`src/rtl/riscv_pkg.sv`:
```
// Shared pipeline types for the hazard controller: stage records, forward selects
// and controller FSM states.
package riscv_pkg;

    localparam logic [4:0] REG_X0 = 5'd0;

    typedef struct packed {
        logic       valid;
        logic [4:0] rs1;
        logic [4:0] rs2;
        logic [4:0] rd;
        logic       wen;
        logic       load;
    } stage_rec_t;

    localparam stage_rec_t REC_BUBBLE = '0;

    typedef enum logic [1:0] {
        FWD_RF  = 2'b00,
        FWD_MEM = 2'b01,
        FWD_WB  = 2'b10
    } fwd_sel_t;

    typedef enum logic [1:0] {
        StRun     = 2'b00,
        StLuStall = 2'b01,
        StMemWait = 2'b10
    } hc_state_t;

    // A load sitting in MEM has no result yet, so it can only be forwarded from WB.
    function automatic fwd_sel_t fwd_pick(input logic mem_hit, input logic mem_load,
                                          input logic wb_hit);
        fwd_sel_t sel;
        sel = FWD_RF;
        if (mem_hit && !mem_load) begin
            sel = FWD_MEM;
        end else if (wb_hit) begin
            sel = FWD_WB;
        end
        return sel;
    endfunction

endpackage

```
`src/rtl/hazard_ctrl_if.sv`:
```
// Decode-side attributes in, pipeline enables / flushes / forward selects out.
interface hazard_ctrl_if;
    import riscv_pkg::*;

    logic        id_valid;
    logic [4:0]  id_rs1_addr;
    logic [4:0]  id_rs2_addr;
    logic [4:0]  id_rd_addr;
    logic        id_uses_rs1;
    logic        id_uses_rs2;
    logic        id_rd_wen;
    logic        id_is_load;
    logic        ex_br_taken;
    logic        mem_ready;

    logic        pc_en;
    logic        if_id_en;
    logic        if_id_flush;
    logic        id_ex_flush;
    fwd_sel_t    fwd_a_sel;
    fwd_sel_t    fwd_b_sel;
    logic [31:0] stall_cnt;

    modport master (
        output id_valid, id_rs1_addr, id_rs2_addr, id_rd_addr,
        output id_uses_rs1, id_uses_rs2, id_rd_wen, id_is_load,
        output ex_br_taken, mem_ready,
        input  pc_en, if_id_en, if_id_flush, id_ex_flush,
        input  fwd_a_sel, fwd_b_sel, stall_cnt
    );

    modport slave (
        input  id_valid, id_rs1_addr, id_rs2_addr, id_rd_addr,
        input  id_uses_rs1, id_uses_rs2, id_rd_wen, id_is_load,
        input  ex_br_taken, mem_ready,
        output pc_en, if_id_en, if_id_flush, id_ex_flush,
        output fwd_a_sel, fwd_b_sel, stall_cnt
    );

endinterface

```
`src/rtl/hazard_match.sv`:
```
// Compares one stage record's destination against two source addresses.
module hazard_match
    import riscv_pkg::*;
(
    input  stage_rec_t rec_i,
    input  logic [4:0] rs1_i,
    input  logic [4:0] rs2_i,
    output logic       match_rs1_o,
    output logic       match_rs2_o
);

    logic writer;
    logic unused_rec;

    // x0 is hard-wired to zero, so a write to it never produces a dependency.
    assign writer      = rec_i.valid & rec_i.wen & (rec_i.rd != REG_X0);
    assign match_rs1_o = writer & (rec_i.rd == rs1_i);
    assign match_rs2_o = writer & (rec_i.rd == rs2_i);

    assign unused_rec  = ^{rec_i.rs1, rec_i.rs2, rec_i.load};

endmodule

```
`src/rtl/hazard_ctrl.sv`:
```
// In-order pipeline hazard controller: load-use stall, branch flush, memory-wait freeze
// and EX operand forwarding selects.
module hazard_ctrl
    import riscv_pkg::*;
(
    input  logic         clk,
    input  logic         rst,
    hazard_ctrl_if.slave bus
);

    stage_rec_t  ex_q, ex_d;
    stage_rec_t  mem_q, mem_d;
    stage_rec_t  wb_q, wb_d;
    stage_rec_t  id_rec;
    hc_state_t   state_q, state_d;
    hc_state_t   ret_q, ret_d;
    hc_state_t   eff_state;
    logic [31:0] stall_cnt_q, stall_cnt_d;

    logic        ex_hit_rs1, ex_hit_rs2;
    logic        mem_hit_rs1, mem_hit_rs2;
    logic        wb_hit_rs1, wb_hit_rs2;
    logic        load_use;
    logic        lu_stall;
    logic        pc_en, if_id_en, if_id_flush, id_ex_flush;
    fwd_sel_t    fwd_a, fwd_b;

    assign id_rec = '{
        valid: 1'b1,
        rs1:   bus.id_rs1_addr,
        rs2:   bus.id_rs2_addr,
        rd:    bus.id_rd_addr,
        wen:   bus.id_rd_wen,
        load:  bus.id_is_load
    };

    hazard_match u_match_ex (
        .rec_i       (ex_q),
        .rs1_i       (bus.id_rs1_addr),
        .rs2_i       (bus.id_rs2_addr),
        .match_rs1_o (ex_hit_rs1),
        .match_rs2_o (ex_hit_rs2)
    );

    hazard_match u_match_mem (
        .rec_i       (mem_q),
        .rs1_i       (ex_q.rs1),
        .rs2_i       (ex_q.rs2),
        .match_rs1_o (mem_hit_rs1),
        .match_rs2_o (mem_hit_rs2)
    );

    hazard_match u_match_wb (
        .rec_i       (wb_q),
        .rs1_i       (ex_q.rs1),
        .rs2_i       (ex_q.rs2),
        .match_rs1_o (wb_hit_rs1),
        .match_rs2_o (wb_hit_rs2)
    );

    assign load_use = bus.id_valid & ex_q.load &
                      ((bus.id_uses_rs1 & ex_hit_rs1) | (bus.id_uses_rs2 & ex_hit_rs2));

    // While waiting on memory, behave as the state that was interrupted once it resumes.
    assign eff_state = (state_q == StMemWait) ? ret_q : state_q;

    assign lu_stall = load_use & bus.mem_ready & ~bus.ex_br_taken & (eff_state == StRun);

    always_comb begin
        ex_d        = ex_q;
        mem_d       = mem_q;
        wb_d        = wb_q;
        state_d     = state_q;
        ret_d       = ret_q;
        stall_cnt_d = stall_cnt_q;
        pc_en       = 1'b1;
        if_id_en    = 1'b1;
        if_id_flush = 1'b0;
        id_ex_flush = 1'b0;
        fwd_a       = fwd_pick(mem_hit_rs1, mem_q.load, wb_hit_rs1);
        fwd_b       = fwd_pick(mem_hit_rs2, mem_q.load, wb_hit_rs2);

        if (!bus.mem_ready) begin
            pc_en    = 1'b0;
            if_id_en = 1'b0;
            if (state_q != StMemWait) begin
                state_d = StMemWait;
                ret_d   = state_q;
            end
        end else begin
            if (bus.ex_br_taken) begin
                if_id_flush = 1'b1;
                id_ex_flush = 1'b1;
            end else if (lu_stall) begin
                pc_en       = 1'b0;
                if_id_en    = 1'b0;
                id_ex_flush = 1'b1;
                stall_cnt_d = stall_cnt_q + 32'd1;
            end

            state_d = lu_stall ? StLuStall : StRun;
            ret_d   = StRun;
            wb_d    = mem_q;
            mem_d   = ex_q;
            ex_d    = (id_ex_flush || !bus.id_valid) ? REC_BUBBLE : id_rec;
        end

        if (rst) begin
            pc_en       = 1'b0;
            if_id_en    = 1'b0;
            if_id_flush = 1'b0;
            id_ex_flush = 1'b0;
            fwd_a       = FWD_RF;
            fwd_b       = FWD_RF;
        end
    end

    always_ff @(posedge clk) begin
        if (rst) begin
            ex_q        <= REC_BUBBLE;
            mem_q       <= REC_BUBBLE;
            wb_q        <= REC_BUBBLE;
            state_q     <= StRun;
            ret_q       <= StRun;
            stall_cnt_q <= 32'd0;
        end else begin
            ex_q        <= ex_d;
            mem_q       <= mem_d;
            wb_q        <= wb_d;
            state_q     <= state_d;
            ret_q       <= ret_d;
            stall_cnt_q <= stall_cnt_d;
        end
    end

    assign bus.pc_en       = pc_en;
    assign bus.if_id_en    = if_id_en;
    assign bus.if_id_flush = if_id_flush;
    assign bus.id_ex_flush = id_ex_flush;
    assign bus.fwd_a_sel   = fwd_a;
    assign bus.fwd_b_sel   = fwd_b;
    assign bus.stall_cnt   = stall_cnt_q;

endmodule

```
`src/flat_wrapper.sv`:
```
// flat-port wrapper written by rule: the top's interface ports become plain ports
module hazard_ctrl_flat import riscv_pkg::*;
  (clk, rst, bus_id_valid, bus_id_rs1_addr, bus_id_rs2_addr, bus_id_rd_addr, bus_id_uses_rs1, bus_id_uses_rs2, bus_id_rd_wen, bus_id_is_load, bus_ex_br_taken, bus_mem_ready, bus_pc_en, bus_if_id_en, bus_if_id_flush, bus_id_ex_flush, bus_fwd_a_sel, bus_fwd_b_sel, bus_stall_cnt);
  hazard_ctrl_if bus_i ();
  input  logic clk;
  input  logic rst;
  input wire logic [$bits(bus_i.id_valid)-1:0] bus_id_valid;
  input wire logic [$bits(bus_i.id_rs1_addr)-1:0] bus_id_rs1_addr;
  input wire logic [$bits(bus_i.id_rs2_addr)-1:0] bus_id_rs2_addr;
  input wire logic [$bits(bus_i.id_rd_addr)-1:0] bus_id_rd_addr;
  input wire logic [$bits(bus_i.id_uses_rs1)-1:0] bus_id_uses_rs1;
  input wire logic [$bits(bus_i.id_uses_rs2)-1:0] bus_id_uses_rs2;
  input wire logic [$bits(bus_i.id_rd_wen)-1:0] bus_id_rd_wen;
  input wire logic [$bits(bus_i.id_is_load)-1:0] bus_id_is_load;
  input wire logic [$bits(bus_i.ex_br_taken)-1:0] bus_ex_br_taken;
  input wire logic [$bits(bus_i.mem_ready)-1:0] bus_mem_ready;
  output wire logic [$bits(bus_i.pc_en)-1:0] bus_pc_en;
  output wire logic [$bits(bus_i.if_id_en)-1:0] bus_if_id_en;
  output wire logic [$bits(bus_i.if_id_flush)-1:0] bus_if_id_flush;
  output wire logic [$bits(bus_i.id_ex_flush)-1:0] bus_id_ex_flush;
  output wire logic [$bits(bus_i.fwd_a_sel)-1:0] bus_fwd_a_sel;
  output wire logic [$bits(bus_i.fwd_b_sel)-1:0] bus_fwd_b_sel;
  output wire logic [$bits(bus_i.stall_cnt)-1:0] bus_stall_cnt;
  assign bus_i.id_valid = bus_id_valid;
  assign bus_i.id_rs1_addr = bus_id_rs1_addr;
  assign bus_i.id_rs2_addr = bus_id_rs2_addr;
  assign bus_i.id_rd_addr = bus_id_rd_addr;
  assign bus_i.id_uses_rs1 = bus_id_uses_rs1;
  assign bus_i.id_uses_rs2 = bus_id_uses_rs2;
  assign bus_i.id_rd_wen = bus_id_rd_wen;
  assign bus_i.id_is_load = bus_id_is_load;
  assign bus_i.ex_br_taken = bus_ex_br_taken;
  assign bus_i.mem_ready = bus_mem_ready;
  assign bus_pc_en = bus_i.pc_en;
  assign bus_if_id_en = bus_i.if_id_en;
  assign bus_if_id_flush = bus_i.if_id_flush;
  assign bus_id_ex_flush = bus_i.id_ex_flush;
  assign bus_fwd_a_sel = bus_i.fwd_a_sel;
  assign bus_fwd_b_sel = bus_i.fwd_b_sel;
  assign bus_stall_cnt = bus_i.stall_cnt;
  hazard_ctrl u_core (.clk(clk), .rst(rst), .bus(bus_i));
endmodule
```
`config.mk`:
```
export PLATFORM = sky130hd
export DESIGN_NAME = hazard_ctrl_flat
export DESIGN_NICKNAME = d
export VERILOG_FILES = /design/src/rtl/riscv_pkg.sv /design/src/rtl/hazard_ctrl_if.sv /design/src/rtl/hazard_match.sv /design/src/rtl/hazard_ctrl.sv /design/src/flat_wrapper.sv
export SDC_FILE = /design/constraint.sdc
export NUM_CORES = 1
export LEC_CHECK = 0
export ABC_CLOCK_PERIOD_IN_PS = 4700
export BUFFER_PORTS_ARGS = -buffer_cell sky130_fd_sc_hd__clkbuf_2
export CAP_MARGIN = 30
export CORE_ASPECT_RATIO = 0.8
export CORE_UTILIZATION = 60
export CTS_CLUSTER_SIZE = 30
export DETAILED_ROUTE_END_ITERATION = 10
export PLACE_DENSITY = 0.83
export SYNTH_ARGS = -nofsm -noshare
export SYNTH_HDL_FRONTEND = slang
export SYNTH_SLANG_ARGS = --single-unit
```
`constraint.sdc`:
```
create_clock -name clk -period 4.7 [get_ports clk]
set_clock_uncertainty 0.1 [all_clocks]
set_input_delay 0.235 -clock clk [delete_from_list [all_inputs] [get_ports clk]]
set_output_delay 0.235 -clock clk [all_outputs]
set_load 0.05 [all_outputs]
```
==> out/results.txt <==
DR iter-0 viols -> 307
post-synth top area cell -> dfxtp_1
clk slew on worst S/H paths -> 0.07 ns
worst-margin pin slew -> 0.8023 ns
Slew Viols, Final -> 0
commonest non-fill, non-tap cell in the layout -> dfxtp_1
largest net degree at the start of global routing -> 62
Synth Warn # -> 0
crit path capture type -> output pin
Vias -> 3266
most frequent cells in the layout -> 69 x dfxtp_1, 63 x clkbuf_2, 36 x nor2_1
die area -> 6082 um^2
status -> completed
total nets after synthesis -> 417
synthesized area -> 3463 um^2
drt pass-1 iters -> 5
crit start category -> flop
Tcrit/Tclk final -> 0.5662
CTS H-tree lvls -> 3
Top Metal Used -> met4
Ant. Diodes -> 0
Std-Cell Rows -> 24
Clock Tree Root -> clkbuf_8
vias in the first global route -> 2912
largest cells by area after synthesis -> dfxtp_1 40%, nand4_1 5.2%, or4_1 5.0%
gpl congestion -> 0.8717
GRT Overall Usage -> 0.2973
nets@finish -> 475
Distinct cells, synth -> 42
drt drc -> 0
fin util -> 0.7407
max_cap viols -> 0
CTS tree -> yes
Final TNS setup -> 0 ns
CTS sink cnt -> 69
Die Span Y -> 69.96 um
Mean Syn Cell Area -> 8.835 um^2
Worst Path Max Fanout -> 21
die width -> 86.94 um
Required @ worst endpoint -> 4.37 ns
Final Hold Fails -> 0
core area -> 5495 um^2
setup bufs post-CTS -> 0
starting density of the core -> 0.6302
global-route wire length before repair -> 14.09 mm
drt total wl -> 8.499 mm
Highest Clock Rate -> 375.8 MHz
static leakage -> 0.001569 uW
power density cells -> 297.0 nW/um^2
WS Path Type -> reg -> out
EDFF count, synth -> 0
Port Buffers -> 63
post-route ant nets -> 0
share of cells above drive strength 1 -> 0.2088
Worst Hold Class -> in -> reg
CP arrival -> 2.33 ns
Num CTS Buffers -> 9
initial antenna violation count -> 0
Yosys top cell area share -> 0.3988
wire length on met2 -> 3.676 mm
met3 WL post-DR -> 690 um
maximum vdd drop -> 0.2618 mV
CTS max path bufs -> 2
Area Growth Syn to Fin -> 17.52%
FFs w/ async S/R, synth -> 0
Slew headroom -> 0.4634
FF+latch count, synth -> 69
final setup violation count -> 0
Vias/cell -> 6.128
post-synthesis sequential area ratio -> 0.3988
Routed WL per cell -> 15.95 um
DPL Wire Length -> 5.766 mm
worst hold margin -> 0.02393 ns
met1 wire length -> 4.023 mm
I/O pin count -> 64
total grt overflow -> 0
min cycle time layout -> 2.661 ns
RSZ-0062 raised after global routing -> no
commonest register cell after synthesis -> dfxtp_1
worst skew pair latency -> 0.35 ns
Mapped Cells -> 392
## layer usage
layer | track usage | vias to the layer above
met4 | 0.07222 | 0
met1 | 0.4325 | 1519
met2 | 0.4436 | 146
li1 | - | 1585
met5 | 0 | -
met3 | 0.06856 | 16
## metrics by stage
| step | area (um^2) | cells | worst slack [ns] | total power [uW] |
|---|---|---|---|---|
| 2_1_floorplan | 3463 | 392 | 1.832 | 657.1 |
| 3_3_place_gp | 3775 | 510 | 2.135 | 676.3 |
| 3_5_place_dp | 3786 | 511 | 2.007 | 679.8 |
| 4_1_cts | 4070 | 533 | 2.042 | 1214 |
| 5_1_grt | 4070 | 533 | 1.847 | 1250 |
| 6_report | 4070 | 533 | 2.039 | 1209 |
## critical path: stages, from the launching register on
cell	delay, ns
dfxtp_1	0.47
xnor2_1	0.12
nand4_1	0.12
o22a_1	0.59
nor3_1	0.14
or2_2	0.30
clkbuf_2	0.24
## Yosys cell counts, drive strengths merged (4+ instances only)
cell,n
dfxtp,69
nor2,36
nand4,29
a21oi,26
or4,23
o31ai,21
nor3,18
xnor2,18
a22o,17
nand2,16
buf,15
mux2i,14
xor2,12
clkbuf,11
and3,8
nand3,8
mux2,7
nor4,7
o21ai,6
nand2b,5
nor2b,5
inv,4
## path summary, 6_finish.rpt
check                      startpoint                       end  slack [ns]  cells past startpoint
min                 bus_id_rd_addr[0]            u_core.ex_q[2]        0.02                      2
max                    u_core.ex_q[3]           bus_id_ex_flush        2.04                      6
max reg2reg            u_core.ex_q[3]  u_core.bus.stall_cnt[19]        2.19                      6
min reg2reg  u_core.bus.stall_cnt[31]  u_core.bus.stall_cnt[31]        0.38                      2
## sequential cells by signal, summed over array words and instances, names as in the netlist
register              count
u_core.wb_q               7
u_core.state_q            2
u_core.ret_q              2
u_core.ex_q              18
u_core.mem_q              8
u_core.bus.stall_cnt     32
## cell type report
cell class,count,area [um^2]
timing repair buffer,73,409.1
clock buffer,9,123.9
tap,78,97.59
sequential,69,1381
clock inverter,7,100.1
fill,431,1425
inverter,4,15.01
multi-input combinational,293,1943
## cell families after synthesis
group	share of synthesized area
AO/OA/AOI/OAI	0.1514
XOR/XNOR	0.07587
adder cells (fa/ha/maj)	0.003612
buffers and inverters	0.04010
flip-flops	0.3988
multiplexers	0.06322
AND/OR/NAND/NOR	0.2670
## what timing repair did
action,in CTS,in global routing
gates resized for setup,0,0
hold buffers,6,0
endpoints found under the hold margin,6,0
## power by group
group | internal (uW) | switching [uW]
clock network | 300 | 238
logic | 30.0 | 43.8
registers | 590 | 7.56
No activity file was read; power rests on OpenSTA's default activity.
